File: config.mk
export PLATFORM = sky130hd
export DESIGN_NAME = ofdm_s2p_packer
export DESIGN_NICKNAME = d
export VERILOG_FILES = /design/src/rtl/ofdm_s2p_packer.sv
export SDC_FILE = /design/constraint.sdc
export NUM_CORES = 1
export LEC_CHECK = 0
export BUFFER_PORTS_ARGS = -buffer_cell sky130_fd_sc_hd__buf_2
export CORE_ASPECT_RATIO = 0.7
export CORE_UTILIZATION = 35
export DETAILED_ROUTE_END_ITERATION = 8
export GPL_TIMING_DRIVEN = 0
export SYNTH_ARGS = -nofsm -noshare
export SYNTH_HDL_FRONTEND = slang
export SYNTH_SLANG_ARGS = --single-unit
File: constraint.sdc
create_clock -name clk -period 2.9 [get_ports clk]
set_input_delay 0.58 -clock clk [delete_from_list [all_inputs] [get_ports clk]]
set_output_delay 0.58 -clock clk [all_outputs]
set_load 0.1 [all_outputs]
File: src/rtl/ofdm_s2p_packer.sv
// ofdm_s2p_packer: packs a serial bit stream LSB-first into NBITS-wide symbols
// and buffers them in a first-word-fall-through FIFO with valid/ready output.
module ofdm_s2p_packer #(
  parameter int NBITS = 4,
  parameter int DEPTH = 4,
  parameter int CNT_W = 2,
  parameter int PTR_W = 2
) (
  input  logic             clk,
  input  logic             reset,
  input  logic             x_in,
  input  logic             x_in_valid,
  input  logic             flush,
  input  logic             ovf_clr,
  output logic [NBITS-1:0] sym_out,
  output logic             sym_valid,
  input  logic             sym_ready,
  output logic [PTR_W:0]   fifo_level,
  output logic             ovf
);
  logic [CNT_W-1:0] cnt;
  logic [NBITS-1:0] sr, cand;
  logic [NBITS-1:0] mem [DEPTH];
  logic [PTR_W-1:0] wr_ptr, rd_ptr;
  logic             done, full, rd, wr;
  always_comb begin
    cand = sr;
    cand[cnt] = x_in;
  end
  assign done      = x_in_valid && !flush && (cnt == CNT_W'(NBITS - 1));
  assign full      = fifo_level == (PTR_W + 1)'(DEPTH);
  assign sym_valid = fifo_level != '0;
  assign rd        = sym_valid && sym_ready;
  // a full FIFO still accepts the new word when the head pops on the same edge
  assign wr        = done && (!full || rd);
  assign sym_out   = sym_valid ? mem[rd_ptr] : '0;
  always_ff @(posedge clk or negedge reset) begin
    if (!reset) begin
      cnt        <= '0;
      sr         <= '0;
      wr_ptr     <= '0;
      rd_ptr     <= '0;
      fifo_level <= '0;
      ovf        <= 1'b0;
      for (int i = 0; i < DEPTH; i++) mem[i] <= '0;
    end else begin
      if (flush) begin
        cnt <= '0;
        sr  <= '0;
      end else if (x_in_valid) begin
        cnt <= done ? '0 : cnt + 1'b1;
        sr  <= done ? '0 : cand;
      end
      if (wr) begin
        mem[wr_ptr] <= cand;
        wr_ptr      <= wr_ptr + 1'b1;
      end
      if (rd) rd_ptr <= rd_ptr + 1'b1;
      fifo_level <= fifo_level + (PTR_W + 1)'(wr) - (PTR_W + 1)'(rd);
      ovf        <= (done && full && !rd) || (ovf && !ovf_clr);
    end
  end
endmodule

---- Yosys cells after proc, flatten, opt, wreduce, memory -nomap -nowiden ----
Index checks and enable logic that the tools add are counted.
cells by class
  bitwise logic cells ..................... 2
  equality and inequality tests ........... 2
  multipliers ............................. 0
  add/sub/neg operators ................... 5
  reduce and logical (&&, ||, !) cells .... 17
  div/mod/pow operators ................... 0
  mux-type cells .......................... 16
  shifts and indexed selects .............. 0
  order comparisons ....................... 5
operator list
  cell                                                                count
  two-way mux 4 bit                                                   7
  bitwise mux 16 bit                                                  1
  logical AND 1 bit                                                   9
  binary-select mux 4 bit (select 2 bit)                              1
  demux 4 bit (select 2 bit)                                          1
  adder 2 x 1 -> 2 bit (second input constant)                        3
  greater-or-equal comparator 3 bit (second input constant)           2
  two-way mux 2 bit                                                   3
  inverter 2 -> 3 bit                                                 2
  bitwise mux 4 bit                                                   1
  zero test 1 bit                                                     4
  adder 3 x 1 -> 3 bit                                                1
  == test 3 bit (second input constant)                               1
  < comparator 2 x 3 -> 1 bit (second input constant)                 1
  < comparator 3 x 1 -> 1 bit (second input constant)                 1
  nonzero test 3 bit                                                  1
  subtractor 3 x 1 -> 3 bit                                           1
  demux 1 bit (select 2 bit)                                          1
  == test 2 bit (second input constant)                               1
  greater-or-equal comparator 2 x 1 -> 1 bit (second input constant)  1
  logical OR 1 bit                                                    2
  nonzero test 2 bit                                                  1
  two-way mux 1 bit                                                   1
word-level totals
  latch bits .............................. 0
  register bits after elaboration ......... 30
  memories ................................ 0
  bits in writable memories ............... 0
  output and inout bits ................... 9
  input bits .............................. 7
  bits in read-only memories .............. 0

---- Logic depth before layout (Yosys ltp) ----
Gate-level depths: netlist of run 1.
  word-level depth ........................ 8
  depth in mapped cells ................... 10
  mapped depth without buffers ............ 9

---- Least setup slack after synthesis of run 1 ----
Ideal clock, no wire load.
  path kind ............................... flip-flop to output port
  start ................................... register fifo_level[1]
  end ..................................... output port sym_out[0]
  stages on the path, launching flop included .. 4
  data arrival time ....................... 3023 ps
  slack ................................... -703 ps
  cells stage by stage .................... dfrtp_1 or3_2 clkbuf_1 and2_1
between the ends
  word-level cells in the longest chain between the ends .. 2
RTL lines
  item                    RTL line  source
  from (decl)             18        output logic [PTR_W:0] fifo_level,
  from (signal assigned)  59        fifo_level <= fifo_level + (PTR_W + 1)'(wr) - (PTR_W + 1)'(rd);
  nonzero test 3 bit      32        assign sym_valid = fifo_level != '0;
  named net sym_valid     16        output logic sym_valid,
  two-way mux 4 bit       36        assign sym_out = sym_valid ? mem[rd_ptr] : '0;
  to (decl)               15        output logic [NBITS-1:0] sym_out,
The timed path passes the listed nets, and every way through them passes these cells.

---- Worst setup path after layout of run 1 ----
  start ................................... register cnt[0]
  end ..................................... register fifo_level[2]
between the ends
  word-level cells in the longest chain between the ends .. 5
RTL lines
  item                       RTL line  source
  from (decl)                21        logic [CNT_W-1:0] cnt;
  from (signal assigned)     51        cnt <= done ? '0 : cnt + 1'b1;
  == test 2 bit              30        assign done = x_in_valid && !flush && (cnt == CNT_W'(NBITS - 1));
  logical AND 1 bit          30
  logical AND 1 bit          35        assign wr = done && (!full || rd);
  adder 3 x 1 -> 3 bit       59
  subtractor 3 x 1 -> 3 bit  59
No other way between the ends.
A chain may end at the register's enable or synchronous reset.

==> results of run 1 <==
-- metrics by stage --
step | cell area, sq um | hold WS [ns] | instances | total power (W)
floorplan | 1650 | 0.284 | 118 | 0.000999
global placement | 1780 | 0.487 | 187 | 0.00109
detailed placement | 1780 | 0.488 | 187 | 0.00111
CTS | 1880 | 0.355 | 195 | 0.00146
global route | 1880 | 0.379 | 195 | 0.00152
finish | 1880 | 0.328 | 195 | 0.00144
-- layout make-up --
class | instances | share of cell area (%)
clock buffers | 6 | 4.39
inverters | 9 | 1.80
flip-flops and latches | 30 | 40.1
plain buffers | 5 | 1.80
multi-input cells | 74 | 43.8
clock inverters | 2 | 0.666
repair buffers | 14 | 3.73
well taps | 55 | 3.66
-- routing by layer --
| metal | track usage, % | part of all wire (%) | vias to the layer above |
|---|---|---|---|
| met4 | 8.72 | 2.3 | 0 |
| met1 | 20.0 | 53 | 464 |
| met2 | 18.8 | 40 | 16 |
| met5 | 0 | 0 | - |
| li1 | - | - | 439 |
| met3 | 4.32 | 4.6 | 6 |
-- worst max-delay path, cell delays in order (launching register included) --
cell     delay, ns
dfrtp_1       0.42
ha_1          0.28
and3b_1       0.18
buf_2         0.24
and2_4        0.20
inv_1         0.05
ha_1          0.26
inv_1         0.04
ha_1          0.18
fa_1          0.38
xnor2_1       0.14
-- how the worst min path moves through the flow --
stage | end | cells past startpoint | slack [ns]
floorplan | cnt[0] | 0 | 0.28
global placement | mem[7] | 1 | 0.49
detailed placement | mem[4] | 1 | 0.49
CTS | mem[11] | 1 | 0.35
global route | mem[15] | 1 | 0.38
finish | mem[6] | 1 | 0.33
-- logic make-up (layout without fill, tap and decap cells) --
logic type,count (synthesis),after routing,share of synthesized area [%]
adders and majority gates,11,11,8.86
DFF,30,30,45.8
and+or+nand+nor,27,27,12.8
AOI/OAI and AO/OA,5,5,1.76
buffers and inverters,14,36,3.90
xor gates and xnor gates,5,5,2.67
muxes,26,26,24.1
-- registers in the layout (all words and copies together), names as in the netlist --
| register | flops |
|---|---|
| mem | 16 |
| sr | 4 |
| fifo_level | 3 |
| cnt | 2 |
| rd_ptr | 2 |
| wr_ptr | 2 |
| ovf | 1 |
-- power breakdown --
part | internal, W | switching (W)
clock | 0.000190 | 0.000159
sequential | 0.000483 | 0.0000576
combinational | 0.000169 | 0.000386
-- placed cells by master (no fill, tap or decap) --
cell type   netlist  routed
nand2_1           1       1
mux2_4           16      16
buf_6             1       1
inv_1             9       9
nor2b_1           4       4
fa_1              1       1
mux2_2            4       4
o32ai_1           1       1
clkinvlp_4        0       1
nand3_4           4       4
dfrtp_1          30      27
buf_2             3      17
and3b_1           2       2
mux4_2            4       4
or3_2             1       1
a21oi_1           3       3
nand3_1           2       2
clkinv_2          0       1
xnor2_1           3       3
nor2_1            6       6
and2_4            1       1
dfrtp_2           0       3
mux2i_1           2       2
xor2_1            2       2
o21ai_1           1       1
clkbuf_8          0       6
or4b_4            1       1
clkbuf_4          0       1
and2_1            5       5
ha_1             10      10
==> metrics, run 1 <==
status finished, final reports clean; DPL Wire Length 2150 microns; RSZ-0062 raised after global routing false; Final Cycle Share 85.7%; Setup Fix Bufs, Post-CTS 0; clk buf depth 2; H-tree Lvls 2; Final Max Slew Viols 0; Initial Utilization 37.2%; vias per cell between 4 and 5; leakage power 0.942 nW; Mapped Area between 1500 and 2000 sq um; setup violators final 0; global-route wire length before repair roughly 5100 microns; Netlist cell types 26; synth top area cells dfrtp_1 (46%), mux2_4 (15%), ha_1 (7.6%), mux4_2 (5.5%), nand3_4 (4.3%); Worst-path clk slew approximately 0.07 ns; DIE WIDTH about 84 microns; post-synthesis sequential area ratio between 40 and 50%; P&R area growth vs syn 14.7%; CTS Buf Count 5; gr usage total between 10 and 15%; critical path arrival about 2.7 ns; type of origin of the critical path flop; Post-synth top flop dfrtp_1; core area around 4400 sq um; max-cap violations 0; I/O Buffers 14; number of fill cells ~400; Wirelength per Cell between 15 and 20 microns; Syn. warnings 0; CTS Sinks 30; cell with the most instances after synthesis dfrtp_1; Synth top area share ~46%; final hold viol count 0; Synth Area per Inst 13.9 sq um; Root Driver clkbuf_8; Max rail drop VDD around 0.33 mV; FFs w/ async S/R, synth 100%; Remaining DRCs 0; proportion of layout cells with a drive suffix above 1 43.6%; Layout Nets ~160; relative slew slack between 50% and 60%; EDFF count, synth 0; CP Max Fanout 6; largest net degree at the start of global routing 31; highest clock rate 402 MHz; TritonCTS clock tree yes; cts hold-fix bufs 0; setup TNS 0 ns; footprint of the multi-input gates 823 sq um; P per Cell Area between 700 and 800 nW/um^2; die area 4960 sq um; Routed WL 3020 microns; vias in the first global route 971; Post-synth top cells dfrtp_1 (30), mux2_4 (16), ha_1 (10); Sequential Area roughly 750 sq um; Worst R2R Setup Slack about 0.42 ns; Syn Nets 136; Ant. Diodes 0; CP Capture Type flop; Clock Latency Late Sink about 0.28 ns; RePlAce Congestion about 0.7; Worst Max-Slew Pin Slew about 0.67 ns; GRT overflow 0; Final Worst Setup Slack approximately 0.42 ns; Die Y-Extent ~59 microns; initial antenna violation count 0; Reg2Reg Depth 10; area leader, netlist dfrtp_1; number of DRC markers in iteration 0 63; post-CTS sizing 0; final core utilization around 43%; Place WS ~0.32 ns; Setup CP Type reg -> reg; Top-Level Pins 16; CP endpoint fifo_level[2]; cell count after synthesis approximately 120; Final ANT Viol Nets 0; Final min period ~2.5 ns; FF-to-FF Start cnt[0]; worst clock skew about 0.0074 ns; number of iterations in the first detailed-routing pass 4; Min-Delay Path Class in -> async; CP startpoint cnt[0]; Req. time, crit path between 3 and 4 ns; register bit count reported by yosys 30; FF-to-FF End fifo_level[2]; via count between 900 and 1,000; Rows 20
Power figures use the tool's default switching activity.
==> run 2: changes to the inputs <==
--- a/config.mk
+++ b/config.mk
@@ -10,6 +10,8 @@
 export CORE_UTILIZATION = 35
 export DETAILED_ROUTE_END_ITERATION = 8
 export GPL_TIMING_DRIVEN = 0
+export RECOVER_POWER = 100
+export SKIP_CTS_REPAIR_TIMING = 1
 export SYNTH_ARGS = -nofsm -noshare
 export SYNTH_HDL_FRONTEND = slang
 export SYNTH_SLANG_ARGS = --single-unit
==> run 2 against run 1 <==
The flow now finishes with violations (max-capacitance violations, max-slew violations). First-iteration DRC count increased by 14%. Register-to-register slack got worse by 0.07 ns. Global-route usage unchanged. Routed wire length shrank 2.5%. Sequential share of layout area grew 2.6 points. Non-clock buffer count is the same. Critical endpoint unchanged. Via count is 0.11% higher. Maximum frequency down 2.8%. Sequential power barely moved.
==> metrics, run 2 (synthesized netlist as in run 1, its figures left out) <==
proportion of layout cells with a drive suffix above 1 23.6% (-20 points); Top reg by flops mem; CP startpoint cnt[0]; CP Cell Sequence ha_1 -> and3b_1 -> clkbuf_1 -> and2_0 -> inv_1 -> ha_1 -> inv_1 -> ha_1 -> fa_1 -> xnor2_1; setup violators final 0 (unchanged); buffers and inverters on the worst path 3 (unchanged); number of fill cells 429 (+4.6%); GRT overflow 0 (unchanged); hold slack 0.480 ns (+0.152 ns); Initial Utilization 37.2% (unchanged); RePlAce Congestion 0.686 (unchanged); global-route wire length before repair 5050 microns (unchanged); Max rail drop VDD 0.269 mV (-19%); most frequent cell on the critical path ha_1; Root Driver clkbuf_8; Clock Latency Late Sink 0.28 ns (about the same); Worst R2R Setup Slack 0.34 ns (-0.07 ns); Worst path depth 10 (unchanged); Largest regs mem (16), sr (4), fifo_level (3); worst clock skew 0.00536 ns (-0.00203 ns); die area 4960 sq um (unchanged); number of DRC markers in iteration 0 72 (+14%); CTS Buf Count 5 (unchanged); relative slew slack -6.73% (-62 points); Top-Level Pins 16 (unchanged); initial antenna violation count 0 (unchanged); Reg2Reg Depth 10 (unchanged); Final Worst Setup Slack 0.344 ns (-0.0719 ns); P per Cell Area 793 nW/um^2 (+3.1%); Routed WL 2940 microns (-2.5%); Min-Delay Path Class in -> reg; Final min period 2.56 ns (+0.0719 ns); Wirelength per Cell 15.1 microns (-2.5%); TritonCTS clock tree yes; Layout Nets 157 (unchanged); CP top delay family adder cells; critical path arrival 2.72 ns (+0.07 ns); Setup CP Type reg -> reg; max-cap violations 1 (+1); type of origin of the critical path flop; largest net degree at the start of global routing 31 (unchanged); vias per cell 4.75 (+0.11%); RSZ-0062 raised after global routing false; Final Max Slew Viols 31 (+31); CP endpoint fifo_level[2]; slowest CP cell dfrtp_1; CP Capture Type flop; DPL Wire Length 2150 microns (unchanged); Ant. Diodes 0 (unchanged); max FFs per register 16 (unchanged); Worst-path clk slew 0.06 ns (about the same); core area 4400 sq um (unchanged); number of iterations in the first detailed-routing pass 4 (unchanged); violated checks max-capacitance violations, max-slew violations; most frequent cells in the layout dfrtp_1 (27), mux2_1 (15), ha_1 (10); H-tree Lvls 2 (unchanged); status finished, violations left; final hold viol count 0 (unchanged); CP Max Fanout 6 (unchanged); Die Y-Extent 59.2 microns (unchanged); leakage power 0.876 nW (-7.0%); setup TNS 0 ns (unchanged); highest clock rate 391 MHz (-2.8%); Worst Max-Slew Pin Slew 1.60 ns (+0.932 ns); FF-to-FF End fifo_level[2]; DIE WIDTH 83.8 microns (unchanged); vias in the first global route 971 (unchanged); Rows 20 (unchanged); via count 926 (+0.11%); commonest non-fill, non-tap cell in the layout dfrtp_1; FF-to-FF Start cnt[0]; CTS Sinks 30 (unchanged); Final Cycle Share 88.2% (+2.5 points); Remaining DRCs 0 (unchanged); max incr delay on CP 0.42 ns (about the same); Final ANT Viol Nets 0 (unchanged); gr usage total 14.1% (unchanged); Req. time, crit path 3.07 ns (about the same); clk buf depth 2 (unchanged); I/O Buffers 14 (unchanged); total chip power 0.00140 W (-3.2%); Place WS 0.316 ns (unchanged); P&R area growth vs syn 7.64%
-- run 2: how the worst min path moves through the flow --
stage | startpoint | endpoint | slack, ns | cells after the start
after floorplan | reset | cnt[0] | 0.28 | 0
after global placement | mem[7] | mem[7] | 0.49 | 1
after detailed placement | mem[4] | mem[4] | 0.49 | 1
after CTS | reset | mem[11] | 0.35 | 1
after global routing | ovf_clr | ovf | 0.48 | 2
final | ovf_clr | ovf | 0.48 | 2
-- run 2: layout make-up --
class	instances	area (sq um)	share of cell area (%)
Sequential cell	30	754	42.8
Inverter	9	33.8	1.92
Tap cell	55	68.8	3.90
Buffer	5	21.3	1.21
Clock buffer	6	82.6	4.68
Timing Repair Buffer	14	63.8	3.62
Multi-Input combinational cell	74	726	41.2
Clock inverter	2	12.5	0.710
-- run 2: stage by stage --
step	instances	utilization, %	area (sq um)
floorplan	118	-	1650
global placement	187	40.5	1780
detailed placement	187	40.5	1780
CTS	195	42.7	1880
global route	195	40.0	1760
finish	195	40.0	1760
-- run 2: report_power, final --
group	internal, W	total (W)	switching [W]
Clock	0.000190	0.000346	0.000156
Sequential	0.000483	0.000542	0.0000583
Combinational	0.000141	0.000510	0.000369
-- run 2: layer usage --
metal	routed length [microns]	vias up	global-route usage (%)	share of wire (%)
met5	0	-	0	0
met4	70	0	8.72	2.4
met3	100	6	4.32	3.4
met2	1170	12	18.8	40
met1	1600	468	20.0	54
li1	-	440	-	-
==> run 3: changes to the inputs <==
--- a/config.mk
+++ b/config.mk
@@ -7,7 +7,7 @@
 export LEC_CHECK = 0
 export BUFFER_PORTS_ARGS = -buffer_cell sky130_fd_sc_hd__buf_2
 export CORE_ASPECT_RATIO = 0.7
-export CORE_UTILIZATION = 35
+export CORE_UTILIZATION = 40
 export DETAILED_ROUTE_END_ITERATION = 8
 export GPL_TIMING_DRIVEN = 0
 export RECOVER_POWER = 100
==> run 3 against run 2 <==
The flow still finishes with violations (max-capacitance violations, max-slew violations). Count of clock-buffer cells in the layout rose by 1. Core utilization up 4.6 points. Critical path depth is 6 lower. Maximum frequency grew 0.97%. Cell count is 2.1% lower. Clock power down 3%. Power down 1.4%. Via count rose by 0.43%. Sequential share of layout area is 0.27 points higher. Critical endpoint is now sym_out[1]. Largest cell class unchanged.
==> metrics, run 3 (synthesized netlist as in run 1, its figures left out) <==
Max rail drop VDD 0.447 mV (+66%); critical path arrival 1.95 ns (-0.77 ns); GRT overflow 0 (unchanged); max-cap violations 1 (unchanged); Clock Latency Late Sink 0.28 ns (about the same); P&R area growth vs syn 6.80%; Initial Utilization 41.8% (+4.6 points); number of fill cells 388 (-9.6%); proportion of layout cells with a drive suffix above 1 21.6% (-2.0 points); highest clock rate 395 MHz (+0.97%); vias in the first global route 1,015 (+4.5%); Top-Level Pins 16 (unchanged); type of origin of the critical path flop; vias per cell 4.87 (+2.5%); Die Y-Extent 55.5 microns (-6.2%); Layout Nets 157 (unchanged); CP Capture Type output port; Min-Delay Path Class in -> reg; H-tree Lvls 2 (unchanged); P per Cell Area 788 nW/um^2 (-0.62%); worst clock skew 0.00840 ns (+0.00304 ns); setup TNS 0 ns (unchanged); Routed WL 2910 microns (-1.0%); die area 4360 sq um (-12%); TritonCTS clock tree yes; global-route wire length before repair 5130 microns (+1.5%); Remaining DRCs 0 (unchanged); Setup CP Type reg -> out; Final min period 2.53 ns (-0.0245 ns); CP Max Fanout 7 (+1); RePlAce Congestion 0.788 (+15%); most frequent cells in the layout dfrtp_1 (28), mux2_1 (15), ha_1 (10); gr usage total 16.3% (+2.2 points); number of DRC markers in iteration 0 27 (-63%); number of iterations in the first detailed-routing pass 3 (-1); max FFs per register 16 (unchanged); Sequential Area 753 sq um (-0.17%); CTS Buf Count 5 (unchanged); core area 3920 sq um (-11%); Rows 19 (-5.0%); final hold viol count 0 (unchanged); I/O Buffers 14 (unchanged); Wirelength per Cell 15.3 microns (+1.1%); initial antenna violation count 0 (unchanged); DIE WIDTH 78.5 microns (-6.3%); RSZ-0062 raised after global routing false; Worst Max-Slew Pin Slew 1.62 ns (+0.0209 ns); Final Cycle Share 87.3% (-0.85 points); relative slew slack -8.12% (-1.4 points); Top reg by flops mem; footprint of the multi-input gates 726 sq um (unchanged); Worst-path clk slew 0.07 ns (about the same); clk buf depth 2 (unchanged); setup violators final 0 (unchanged); commonest non-fill, non-tap cell in the layout dfrtp_1; CTS Sinks 30 (unchanged); leakage power 0.875 nW (-0.15%); Req. time, crit path 2.32 ns (-0.75 ns); hold slack 0.482 ns (+0.00215 ns); Largest regs mem (16), sr (4), fifo_level (3); largest net degree at the start of global routing 31 (unchanged); DPL Wire Length 2080 microns (-3.0%); via count 930 (+0.43%); violated checks max-capacitance violations, max-slew violations; Root Driver clkbuf_8; Final Max Slew Viols 31 (unchanged); Ant. Diodes 0 (unchanged); status finished, violations left; Final ANT Viol Nets 0 (unchanged)
## run 3: cell types whose count changed in the layout (fill, tap and decap cells not counted)
cell and delta:
dfrtp_2 -1, and2_1 +1, clkbuf_1 +1, and2_0 -1, clkinvlp_4 -1, dfrtp_1 +1, clkinv_2 -1
## run 3: final timing paths
path	from	endpoint	cells after the start	slack, ns
hold / removal	ovf_clr	ovf	2	0.48
max in group asynchronous	reset	fifo_level[2]	1	1.14
min in group asynchronous	reset	mem[13]	1	0.71
setup / recovery	fifo_level[1]	sym_out[1]	4	0.37
hold reg to reg	mem[15]	mem[15]	1	0.49
setup reg to reg	cnt[0]	fifo_level[2]	10	0.37
## run 3: routing by layer
layer	vias to the layer above	share of wire [%]	GRT usage, %
li1	442	-	-
met1	474	50	23.1
met2	9	45	23.8
met3	5	2.8	4.46
met4	0	1.6	6.35
met5	-	0	0
## run 3: cell type report
type / count / share of cell area (%)
Multi-Input combinational cell: 74 / 41.5
Sequential cell: 30 / 43.1
Timing Repair Buffer: 14 / 3.65
Inverter: 9 / 1.93
Clock buffer: 7 / 4.94
Buffer: 5 / 1.22
Tap cell: 52 / 3.72
## run 3: metrics by stage
step / util, % / instances / instance area, sq um / total power, W / worst slack (ns)
after CTS: 47.6 / 191 / 1870 / 0.00145 / 0.424
after floorplan: - / 118 / 1650 / 0.000999 / 0.134
after global placement: 45.4 / 184 / 1780 / 0.00109 / 0.368
final: 44.6 / 191 / 1750 / 0.00138 / 0.368
after detailed placement: 45.4 / 184 / 1780 / 0.00111 / 0.350
after global routing: 44.6 / 191 / 1750 / 0.00146 / 0.211
## run 3: where the power goes
part | internal (W) | switching, W
Clock | 0.000188 | 0.000146
Sequential | 0.000482 | 0.0000588
Combinational | 0.000138 | 0.000365
## run 3: worst max-delay path, cell delays in order (launching register included)
cell and delay [ns]:
dfrtp_1 0.43, or3_2 0.48, clkbuf_1 0.20, and2_1 0.19, clkbuf_2 0.37
